[config.mk]
export PLATFORM = sky130hd
export DESIGN_NAME = str_wrt_buf
export DESIGN_NICKNAME = d
export VERILOG_FILES = /design/src/rtl/str_wrt_buf.sv
export SDC_FILE = /design/constraint.sdc
export NUM_CORES = 1
export LEC_CHECK = 0
export ABC_AREA = 1
export BUFFER_PORTS_ARGS = -buffer_cell sky130_fd_sc_hd__clkbuf_2
export CORE_MARGIN = 5
export CORE_UTILIZATION = 50
export DETAILED_ROUTE_END_ITERATION = 7
export PLACE_DENSITY_LB_ADDON = 0.2
export SYNTH_ARGS = -nofsm -noshare
export SYNTH_HDL_FRONTEND = slang
export SYNTH_SLANG_ARGS = --single-unit
export TNS_END_PERCENT = 50
[constraint.sdc]
create_clock -name clk -period 8.4 [get_ports clk]
set_input_delay 2.52 -clock clk [delete_from_list [all_inputs] [get_ports clk]]
set_output_delay 2.52 -clock clk [all_outputs]
set_load 0.005 [all_outputs]
[src/rtl/str_wrt_buf.sv]
// Post-commit store write buffer: FIFO drain to the cache with store-to-load forwarding.
// Optional store coalescing into the youngest entry is enabled by defining WB_COALESCE_EN.
module str_wrt_buf #(
  parameter int DEPTH = 4,
  parameter int AW    = 16,
  parameter int DW    = 16,
  parameter int IW    = 6
) (
  input  logic                     clk,
  input  logic                     rst,
  input  logic                     flsh,
  input  logic                     str_iss,
  input  logic [AW-1:0]            str_addr,
  input  logic [DW-1:0]            str_data,
  input  logic [IW-1:0]            str_indx,
  output logic                     wb_full,
  output logic                     wb_empty,
  output logic [$clog2(DEPTH):0]   wb_cnt,
  output logic                     mem_wrt,
  output logic [AW-1:0]            mem_addr,
  output logic [DW-1:0]            mem_data,
  output logic [IW-1:0]            mem_indx,
  input  logic                     mem_ack,
  input  logic                     ld_chk,
  input  logic [AW-1:0]            ld_addr,
  output logic                     fwd_hit,
  output logic [DW-1:0]            fwd_data
);

  localparam int PW = $clog2(DEPTH);
  localparam int CW = PW + 1;

  typedef enum logic {IDLE, REQ} st_t;

  st_t st_q, st_d;

  logic [AW-1:0] addr_q [DEPTH];
  logic [DW-1:0] data_q [DEPTH];
  logic [IW-1:0] indx_q [DEPTH];
  logic [DEPTH-1:0] vld_q;

  logic [PW-1:0] head_q, tail_q;
  logic [CW-1:0] cnt_q, cnt_d;

  logic full, pop, push, coal;
  logic any_hit;
  logic [DW-1:0] hit_data;
  logic [PW-1:0] idx;

  assign full = (cnt_q == CW'(DEPTH));
  assign pop  = (st_q == REQ) & mem_ack;

`ifdef WB_COALESCE_EN
  logic [PW-1:0] yng;
  assign yng  = tail_q - PW'(1);
  // The in-flight head must not change under the cache, so it never absorbs a store.
  assign coal = str_iss & (cnt_q != '0) & vld_q[yng]
              & (addr_q[yng] == str_addr)
              & !((yng == head_q) & (st_q == REQ));
`else
  assign coal = 1'b0;
`endif

  assign push = str_iss & !full & !coal;

  // Occupancy after this cycle's push and pop.
  always_comb begin
    cnt_d = cnt_q;
    unique case ({push, pop})
      2'b10:   cnt_d = cnt_q + CW'(1);
      2'b01:   cnt_d = cnt_q - CW'(1);
      default: cnt_d = cnt_q;
    endcase
  end

  // FSM state register.
  always_ff @(posedge clk) begin
    if (rst) st_q <= IDLE;
    else     st_q <= st_d;
  end

  // Request whenever anything remains after this cycle's updates.
  always_comb begin
    st_d = (cnt_d != '0) ? REQ : IDLE;
  end

  // Cache request outputs show the head entry only while requesting.
  always_comb begin
    mem_wrt  = (st_q == REQ);
    mem_addr = '0;
    mem_data = '0;
    mem_indx = '0;
    if (st_q == REQ) begin
      mem_addr = addr_q[head_q];
      mem_data = data_q[head_q];
      mem_indx = indx_q[head_q];
    end
  end

  // Entry storage, pointers and occupancy.
  always_ff @(posedge clk) begin
    if (rst) begin
      head_q <= '0;
      tail_q <= '0;
      cnt_q  <= '0;
      vld_q  <= '0;
    end else begin
      cnt_q <= cnt_d;
      if (pop) begin
        vld_q[head_q] <= 1'b0;
        head_q        <= head_q + PW'(1);
      end
      if (push) begin
        addr_q[tail_q] <= str_addr;
        data_q[tail_q] <= str_data;
        indx_q[tail_q] <= str_indx;
        vld_q[tail_q]  <= 1'b1;
        tail_q         <= tail_q + PW'(1);
      end
`ifdef WB_COALESCE_EN
      if (coal) begin
        data_q[yng] <= str_data;
        indx_q[yng] <= str_indx;
      end
`endif
    end
  end

  // Scan oldest to youngest so the last match found is the youngest store.
  always_comb begin
    any_hit  = 1'b0;
    hit_data = '0;
    idx      = '0;
    for (int k = 0; k < DEPTH; k++) begin
      idx = head_q + PW'(k);
      if (vld_q[idx] && (addr_q[idx] == ld_addr)) begin
        any_hit  = 1'b1;
        hit_data = data_q[idx];
      end
    end
  end

  assign fwd_hit  = ld_chk & !flsh & any_hit;
  assign fwd_data = fwd_hit ? hit_data : '0;

  assign wb_full  = full;
  assign wb_empty = (cnt_q == '0);
  assign wb_cnt   = cnt_q;

`ifdef ASSERT
  // A store offered to a full buffer that cannot coalesce is lost.
  always_ff @(posedge clk) begin
    if (!rst) begin
      assert (!(str_iss && full && !coal))
        else $error("str_wrt_buf: store dropped while full");
    end
  end
`endif

endmodule

# After elaboration in Yosys (flattened, before gate mapping)
# Memories as Yosys holds them, arrays and structs flattened. A register that Yosys moved wholly into a read port is not among the register bits.
# Cells that the tools add are included.
# W data, S select, Z words.
totals:
  regBits: 12
  mem_bits_rw: 152
  inputBits: 60
  out_inout_bits: 61
  mem_count: 3
memory_table:
  columns: ["name", "depth", "width", "read_ports", "rd_clocked_by_memory_dff", "write_ports", "line_no", "rtl"]
  rows:
  - ["addr_q", 4, 16, 4, 1, 1, "37", "logic [AW-1:0] addr_q [DEPTH];"]
  - ["data_q", 4, 16, 4, 1, 1, "38", "logic [DW-1:0] data_q [DEPTH];"]
  - ["indx_q", 4, 6, 1, 1, 1, "39", "logic [IW-1:0] indx_q [DEPTH];"]
classes:
  addsub: 6
  order_cmp: 7
  n_eq_ne: 7
  n_mux: 38
  bitwise: 7
  reduce_logical: 10
op_table:
  columns: ["op", "count"]
  rows:
  - ["$mux W16", 7]
  - ["$eq A16 B16 Y1", 4]
  - ["$lt A2 B3 Y1 const B", 5]
  - ["$mux W1", 14]
  - ["$mux W2", 6]
  - ["$mux W4", 3]
  - ["$bmux W1 S2", 4]
  - ["$logic_and A1 B1 Y1", 6]
  - ["$mux W6", 1]
  - ["$pmux W3 S2", 1]
  - ["$add A2 B1 Y2 const B", 2]
  - ["$add A2 B2 Y2 const B", 2]
  - ["$and A1 B1 Y1", 4]
  - ["$and A4 B4 Y4", 1]
  - ["$demux W1 S2", 2]
  - ["$ge A2 B1 Y1 const B", 2]
  - ["$not A4 Y4", 1]
  - ["$or A4 B4 Y4", 1]
  - ["$add A3 B1 Y3 const B", 1]
  - ["$eq A3 B3 Y1 const B", 1]
  - ["$logic_not A3 Y1", 1]
  - ["$reduce_bool A3 Y1", 1]
  - ["$sub A3 B1 Y3 const B", 1]
  - ["$eq A2 B1 Y1 const B", 1]
  - ["other kinds (2)", 3]

# Logic depth before layout (Yosys ltp)
# Gate-level depths: netlist (run 1).
depth:
  ltp_word: 10
  ltp_mapped: 23
  depth_no_buf: 16

# Worst setup path after synthesis (run 1)
# OpenSTA, ideal clock, no wires.
synth_timing:
  kind: "input to output"
  start: "input port ld_addr[9]"
  end: "output port fwd_data[10]"
  t_arrival_ns: 3.698
  required_ns: 5.880
  slack_ns: 2.182
  cell_stages: 13
  n_path_buf: 1
  path_cell_list: "inv_1 > nand3_1 > nand2_1 > nor2_1 > nand2_1 > nor2_4 > nand3_4 > nand2_2 > inv_2 > nand2_4 > buf_12 > nand3_1 > a21oi_2"
synth_between:
  elab_chain_len: 8
synth_lines:
  columns: ["item", "line_no", "rtl"]
  rows:
  - ["start: declaration", "25", "input logic [AW-1:0] ld_addr,"]
  - ["$eq A16 B16 Y1", "136", "if (vld_q[idx] && (addr_q[idx] == ld_addr)) begin"]
  - ["$logic_and A1 B1 Y1", "136", null]
  - ["$mux W1 (4 in a row)", "136", null]
  - ["$and A1 B1 Y1", "143", "assign fwd_hit = ld_chk & !flsh & any_hit;"]
  - ["$mux W16 *", "144", "assign fwd_data = fwd_hit ? hit_data : '0;"]
  - ["end: declaration", "27", "output logic [DW-1:0] fwd_data"]
# Mark *: on every way between the ends. The rest lies on a longest branch, timed or not.

# Final worst setup path (run 1)
layout_timing:
  start: "input port ld_addr[13]"
  end: "output port fwd_data[4]"
# Same word-level chain as after synthesis.

==> results of run 1 <==
[metal layers]
layer	wire [um]	share of wire	vias up	global-route usage
met5	0	0	-	0
li1	-	-	5330	-
met1	14600	0.43	5045	0.354
met3	2980	0.089	76	0.0482
met4	755	0.022	0	0.0817
met2	15200	0.45	507	0.413
[critical path, stage by stage]
cell	delay (ns)
clkbuf_2	0.13
inv_1	0.09
nand3_1	0.16
nand2_1	0.08
nor2_1	0.08
nand2_1	0.09
nor2_4	0.47
nand3_4	0.34
nand2_2	0.16
inv_2	0.05
nand2_4	0.21
nand3_1	0.11
a21oi_1	0.14
clkbuf_2	0.13
[worst paths after layout]
kind                     startpoint                 endpoint  slack (ns)
min          tail_q[0]$_SDFFE_PP0N_   tail_q[0]$_SDFFE_PP0N_        0.52
max                     ld_addr[13]              fwd_data[4]        1.08
max reg2reg    wb_cnt[0]$_SDFF_PP0_  addr_q[1][13]$_DFFE_PP_        5.91
min reg2reg  tail_q[0]$_SDFFE_PP0N_   tail_q[0]$_SDFFE_PP0N_        0.52
[stage by stage]
step	cells	cell area [um2]	util	total power, mW	setup slack (ns)
after floorplan	1563	11200	-	1.91	2.18
after global placement	1889	11900	0.540	2.25	1.18
after detailed placement	1889	11900	0.540	2.26	1.19
after CTS	1921	12500	0.569	3.07	1.15
after global routing	1921	12500	0.569	3.28	0.858
final	1921	12500	0.569	3.09	1.08
[state kept, by name, indices dropped and copies added, names as in the netlist, named ones only]
name,count
mem_wrt,1
data_q,64
vld_q,4
indx_q,24
addr_q,64
tail_q,2
head_q,2
wb_cnt,3
[cells in the mapped netlist, types with 3 or more instances]
master    instances
buf_2            30
nand2_2           5
a21oi_2           6
o21ai_1           3
o21ai_0         114
a31o_2            4
inv_1           104
a21oi_1          71
edfxtp_1        152
buf_6             7
or2_2            16
inv_2             6
nor2_4            4
buf_1            13
ha_1              9
clkbuf_1         29
a32oi_1          16
xor2_1            9
nand4_1          16
nand3_2           6
nand3_1         221
dfxtp_1          14
nor2_1          147
buf_4            10
nand2_1         535
[cell type report]
type / instances / area, um2
Clock buffer: 17 / 425
Clock inverter: 15 / 208
Fill cell: 2036 / 9470
Inverter: 111 / 419
Multi-Input combinational cell: 1195 / 5510
Sequential cell: 166 / 4850
Tap cell: 280 / 350
Timing Repair Buffer: 137 / 728
[cells by family (layout without fill, tap and decap cells)]
logic type	Yosys count	in the layout
AOI/OAI and AO/OA	218	218
xor gates and xnor gates	10	10
adders and majority gates	10	10
buffers and inverters	202	280
DFF	166	166
and+or+nand+nor	957	957
[power groups by stage]
stage               logic (mW)  registers [mW]  clock network, mW
floorplan                0.914           0.996                  0
global placement          1.23            1.02                  0
detailed placement        1.24            1.02                  0
CTS                       1.25            1.00              0.826
global route              1.41            1.01              0.863
finish                    1.27            1.00              0.820
==> results.py, run 1 <==
metrics = {
    "critical_path": {
        "critPathArrivalTime_ns": 4.80,
        "cp-end-kind": "output pin",
        "required_ns": 5.88,
        "cp_max_fo": 17,
        "startpoint_type": "input port",
        "reg2reg_depth": 5,
        "worstSetupPathType": "in -> out",
    },
    "final_layout": {
        "layout_commonest_cell": "nand2_1",
        "antennaDiodeCount": 0,
        "drive_above_1_share": 0.137,
        "synthToLayoutAreaGrowth_pct": 11.1,
        "fin_nets": 1698,
        "final_cell_mix": "nand2_1 (535), nand3_1 (221), edfxtp_1 (152)",
    },
    "synth": {
        "synth_top_family_by_area": "simple AND/OR/NAND/NOR gates",
        "synth.area.mux_share": 0,
        "synth_warnings": 0,
        "async_flop_share": 0,
        "synth_edf_count": 152,
        "synthSimpleGateAreaFrac": 0.361,
        "yosysTopAreaCellShare": 0.406,
        "syn-num-nets": 1633,
        "synthesis.area_um2": 11200,
        "synthTopCellsByArea": "edfxtp_1 (41%), nand2_1 (18%), nand3_1 (9.8%)",
        "synth_fa_ha_area_frac": 0.0118,
        "synthXorXnorAreaFrac": 0.00779,
        "synth_compound_area_frac": 0.106,
        "syn_area_per_cell_um2": 7.19,
        "ys_seq_area_frac": 0.431,
        "postSynthCellCount": 1563,
        "synthFlopType": "edfxtp_1",
        "synthDistinctLibCells": 37,
        "yosysTopAreaCell": "edfxtp_1",
        "ys_ff_latch": 166,
    },
    "sta": {
        "fin_tns_setup_ns": 0,
        "clock_skew_ns": 0.00829,
        "worstMarginPinSlew_ns": 1.14,
        "holdWs_ns": 0.517,
        "slew_viol_final": 0,
        "setup_viol": 0,
        "rsz0062_at_grt": "no",
        "max-slew-margin-rel": 0.242,
        "finalCriticalPeriod_ns": 7.32,
        "finalCritPeriodShare": 0.871,
        "hold_viol": 0,
        "clock.fmax_mhz": 137,
    },
    "power": {
        "p_leak_nw": 5.48,
        "p_int_mw": 1.77,
        "p_sw_mw": 1.32,
        "p_per_area_nw_per_um2": 247,
        "switching_share": 0.426,
        "p_comb_frac": 0.410,
        "ir_worst_vdd_v": 0.000204,
        "clkPwrFrac": 0.266,
        "seqPwrFrac": 0.324,
    },
    "min_path": {
        "min_path_cells": 1,
        "hold_class": "reg -> reg",
    },
    "placed_design": {
        "routabilityCongestion": 0.970,
        "dpl.hpwl_um": 21500,
        "numPortBuffers": 120,
    },
    "floorplanning": {
        "die-area_um2": 25600,
        "die-height_um": 160,
        "io_pins": 121,
        "core_region_area_um2": 22000,
        "fp-row-count": 54,
        "start_util": 0.512,
        "die_x_um": 160,
    },
    "job": {
        "timing.max_cap.violations": 0,
    },
    "routing": {
        "drtIter0Drc": 975,
        "routedWlPerCell_um": 17.5,
        "drcViolationCount": 0,
        "dr.pass1.iters": 6,
        "vias_per_cell": 5.70,
        "drtAntennaViolNets": 0,
        "via_count": 11000,
        "wl_um": 33600,
    },
    "clocking": {
        "cts_resized": 0,
        "cts_tree": "built",
        "cts_setup_buffers": 0,
        "clk_latency_ns": 0.44,
        "postCtsHoldBufs": 0,
        "cts_sinks": 166,
        "clk_pin_slew_worst_paths_ns": 0.07,
        "htree_num_levels": 4,
        "cts_root_buf": "clkbuf_16",
        "cts_buffer_depth": 2,
        "cts_buffers": 17,
    },
    "global_route": {
        "grt_first_pass_wirelength_um": 53100,
        "grt_use_total": 0.257,
        "grt-ovfl-total": 0,
        "antenna_found_initial": 0,
        "grt_pass1_vias": 10200,
        "grt_start_max_net_pins": 127,
    },
    "run_status": {
        "status": "complete, no violations",
    },
}
No activity file was read; power rests on OpenSTA's default activity.
==> run 2, diff against run 1 <==
--- a/config.mk
+++ b/config.mk
@@ -10,7 +10,7 @@
 export CORE_MARGIN = 5
 export CORE_UTILIZATION = 50
 export DETAILED_ROUTE_END_ITERATION = 7
-export PLACE_DENSITY_LB_ADDON = 0.2
+export PLACE_DENSITY = 0.69
 export SYNTH_ARGS = -nofsm -noshare
 export SYNTH_HDL_FRONTEND = slang
 export SYNTH_SLANG_ARGS = --single-unit
==> run 2 against run 1 <==
Effect of this change: fmax decreased by 3.7%; sequential cell count is the same; utilization decreased by 0.27 points; non-clock buffer count stayed put; clock power shrank 6.2%; largest power group unchanged.
==> results.py, run 2 (synthesis gave the netlist of run 1 again) <==
metrics = {
    "final_layout": {
        "utilization": 0.566,
        "fillers": 2032,
        "regArea_um2": 4850,
        "drive_above_1_share": 0.137,
        "antennaDiodeCount": 0,
        "final_cell_mix": "nand2_1 (535), nand3_1 (221), edfxtp_1 (152)",
        "synthToLayoutAreaGrowth_pct": 10.5,
        "multi_input_area_um2": 5510,
        "layout_commonest_cell": "nand2_1",
        "fin_nets": 1698,
        "finalNonFillerCells": 1921,
        "reg.largest.list": "addr_q x64, data_q x64, indx_q x24",
    },
    "floorplanning": {
        "die-area_um2": 25600,
        "die_x_um": 160,
        "fp-row-count": 54,
        "core_region_area_um2": 22000,
        "io_pins": 121,
        "die-height_um": 160,
        "start_util": 0.512,
    },
    "placed_design": {
        "routabilityCongestion": 0.947,
        "numPortBuffers": 120,
        "dpl.hpwl_um": 21800,
        "dp.cells": 1889,
    },
    "clocking": {
        "cts_buffer_depth": 2,
        "cts_buffers": 17,
        "postCtsHoldBufs": 0,
        "cts_tree": "built",
        "cts_setup_buffers": 0,
        "cts_sinks": 166,
        "clk_latency_ns": 0.44,
        "clk_pin_slew_worst_paths_ns": 0.07,
        "cts_resized": 0,
        "cts_root_buf": "clkbuf_16",
        "htree_num_levels": 4,
    },
    "critical_path": {
        "reg2reg_from": "wb_cnt[1]$_SDFF_PP0_",
        "required_ns": 5.88,
        "startpoint_type": "flop",
        "reg2reg_depth": 5,
        "cp_max_fo": 99,
        "critPathArrivalTime_ns": 5.08,
        "worstSetupPathType": "reg -> out",
        "critPathLaunch": "head_q[1]$_SDFFE_PP0P_",
        "cp-end-kind": "output pin",
    },
    "global_route": {
        "grt-ovfl-total": 0,
        "antenna_found_initial": 0,
        "grt_first_pass_wirelength_um": 53600,
        "grt_use_total": 0.260,
        "grt_pass1_vias": 10200,
        "grt_start_max_net_pins": 127,
    },
    "routing": {
        "wl_um": 33700,
        "drtIter0Drc": 1164,
        "routedWlPerCell_um": 17.6,
        "vias_per_cell": 5.68,
        "drtAntennaViolNets": 0,
        "dr.pass1.iters": 6,
        "via_count": 10900,
        "drcViolationCount": 0,
    },
    "sta": {
        "slew_viol_final": 0,
        "rsz0062_at_grt": "no",
        "fin_tns_setup_ns": 0,
        "max-slew-margin-rel": 0.240,
        "worstMarginPinSlew_ns": 1.14,
        "finalCriticalPeriod_ns": 7.60,
        "holdWs_ns": 0.519,
        "setup_viol": 0,
        "hold_viol": 0,
        "clock.fmax_mhz": 132,
        "clock_skew_ns": 0.0120,
        "finalCritPeriodShare": 0.904,
    },
    "power": {
        "p_per_area_nw_per_um2": 244,
        "p_leak_nw": 5.45,
        "ir_worst_vdd_v": 0.000218,
    },
    "min_path": {
        "min_path_cells": 1,
        "hold_class": "reg -> reg",
        "hp-start": "vld_q[1]$_SDFF_PP0_",
    },
    "job": {
        "timing.max_cap.violations": 0,
    },
    "run_status": {
        "status": "complete, no violations",
    },
}
==> run 2: per-layer routing <==
| layer | track usage | wire length (um) | vias up |
|---|---|---|---|
| met3 | 0.0469 | 3100 | 76 |
| met5 | 0 | 0 | - |
| li1 | - | - | 5323 |
| met1 | 0.366 | 14500 | 4983 |
| met4 | 0.0896 | 898 | 0 |
| met2 | 0.408 | 15300 | 528 |
==> run 2: report_power, final <==
part | internal [mW] | switching [mW] | total [mW]
clock | 0.397 | 0.373 | 0.769
sequential | 0.953 | 0.0478 | 1.00
combinational | 0.384 | 0.881 | 1.26
==> run 2: area by class of cell <==
type	instances	share of cell area
Multi-Input combinational cell	1195	0.443
Sequential cell	166	0.390
Timing Repair Buffer	137	0.0586
Clock buffer	17	0.0342
Inverter	111	0.0337
Tap cell	280	0.0282
Clock inverter	15	0.0120
==> run 2: worst paths after layout <==
check / to / slack, ns
max: fwd_data[12] / 0.80
min: vld_q[1]$_SDFF_PP0_ / 0.52
max reg2reg: data_q[3][15]$_DFFE_PP_ / 5.87
min reg2reg: vld_q[1]$_SDFF_PP0_ / 0.52
==> run 2: through the flow <==
step,cell area (um2),power [mW],setup slack (ns)
finish,12400,3.03,0.804
global route,12400,3.24,0.501
CTS,12400,3.03,0.896
detailed placement,11900,2.26,1.17
global placement,11900,2.25,1.17
floorplan,11200,1.91,2.18
==> run 2: critical path: stages, from the launching register on <==
cell      delay [ns]
dfxtp_1         0.30
buf_4           0.30
inv_2           0.09
buf_4           0.49
ha_1            0.39
inv_4           0.68
nand3_1         0.22
nand3_1         0.20
nand2_1         0.08
nor2_1          0.08
nand2_1         0.09
nor2_4          0.45
nand3_4         0.34
nand2_2         0.18
inv_2           0.06
nand2_4         0.21
nand3_1         0.14
a21oi_2         0.14
clkbuf_2        0.13
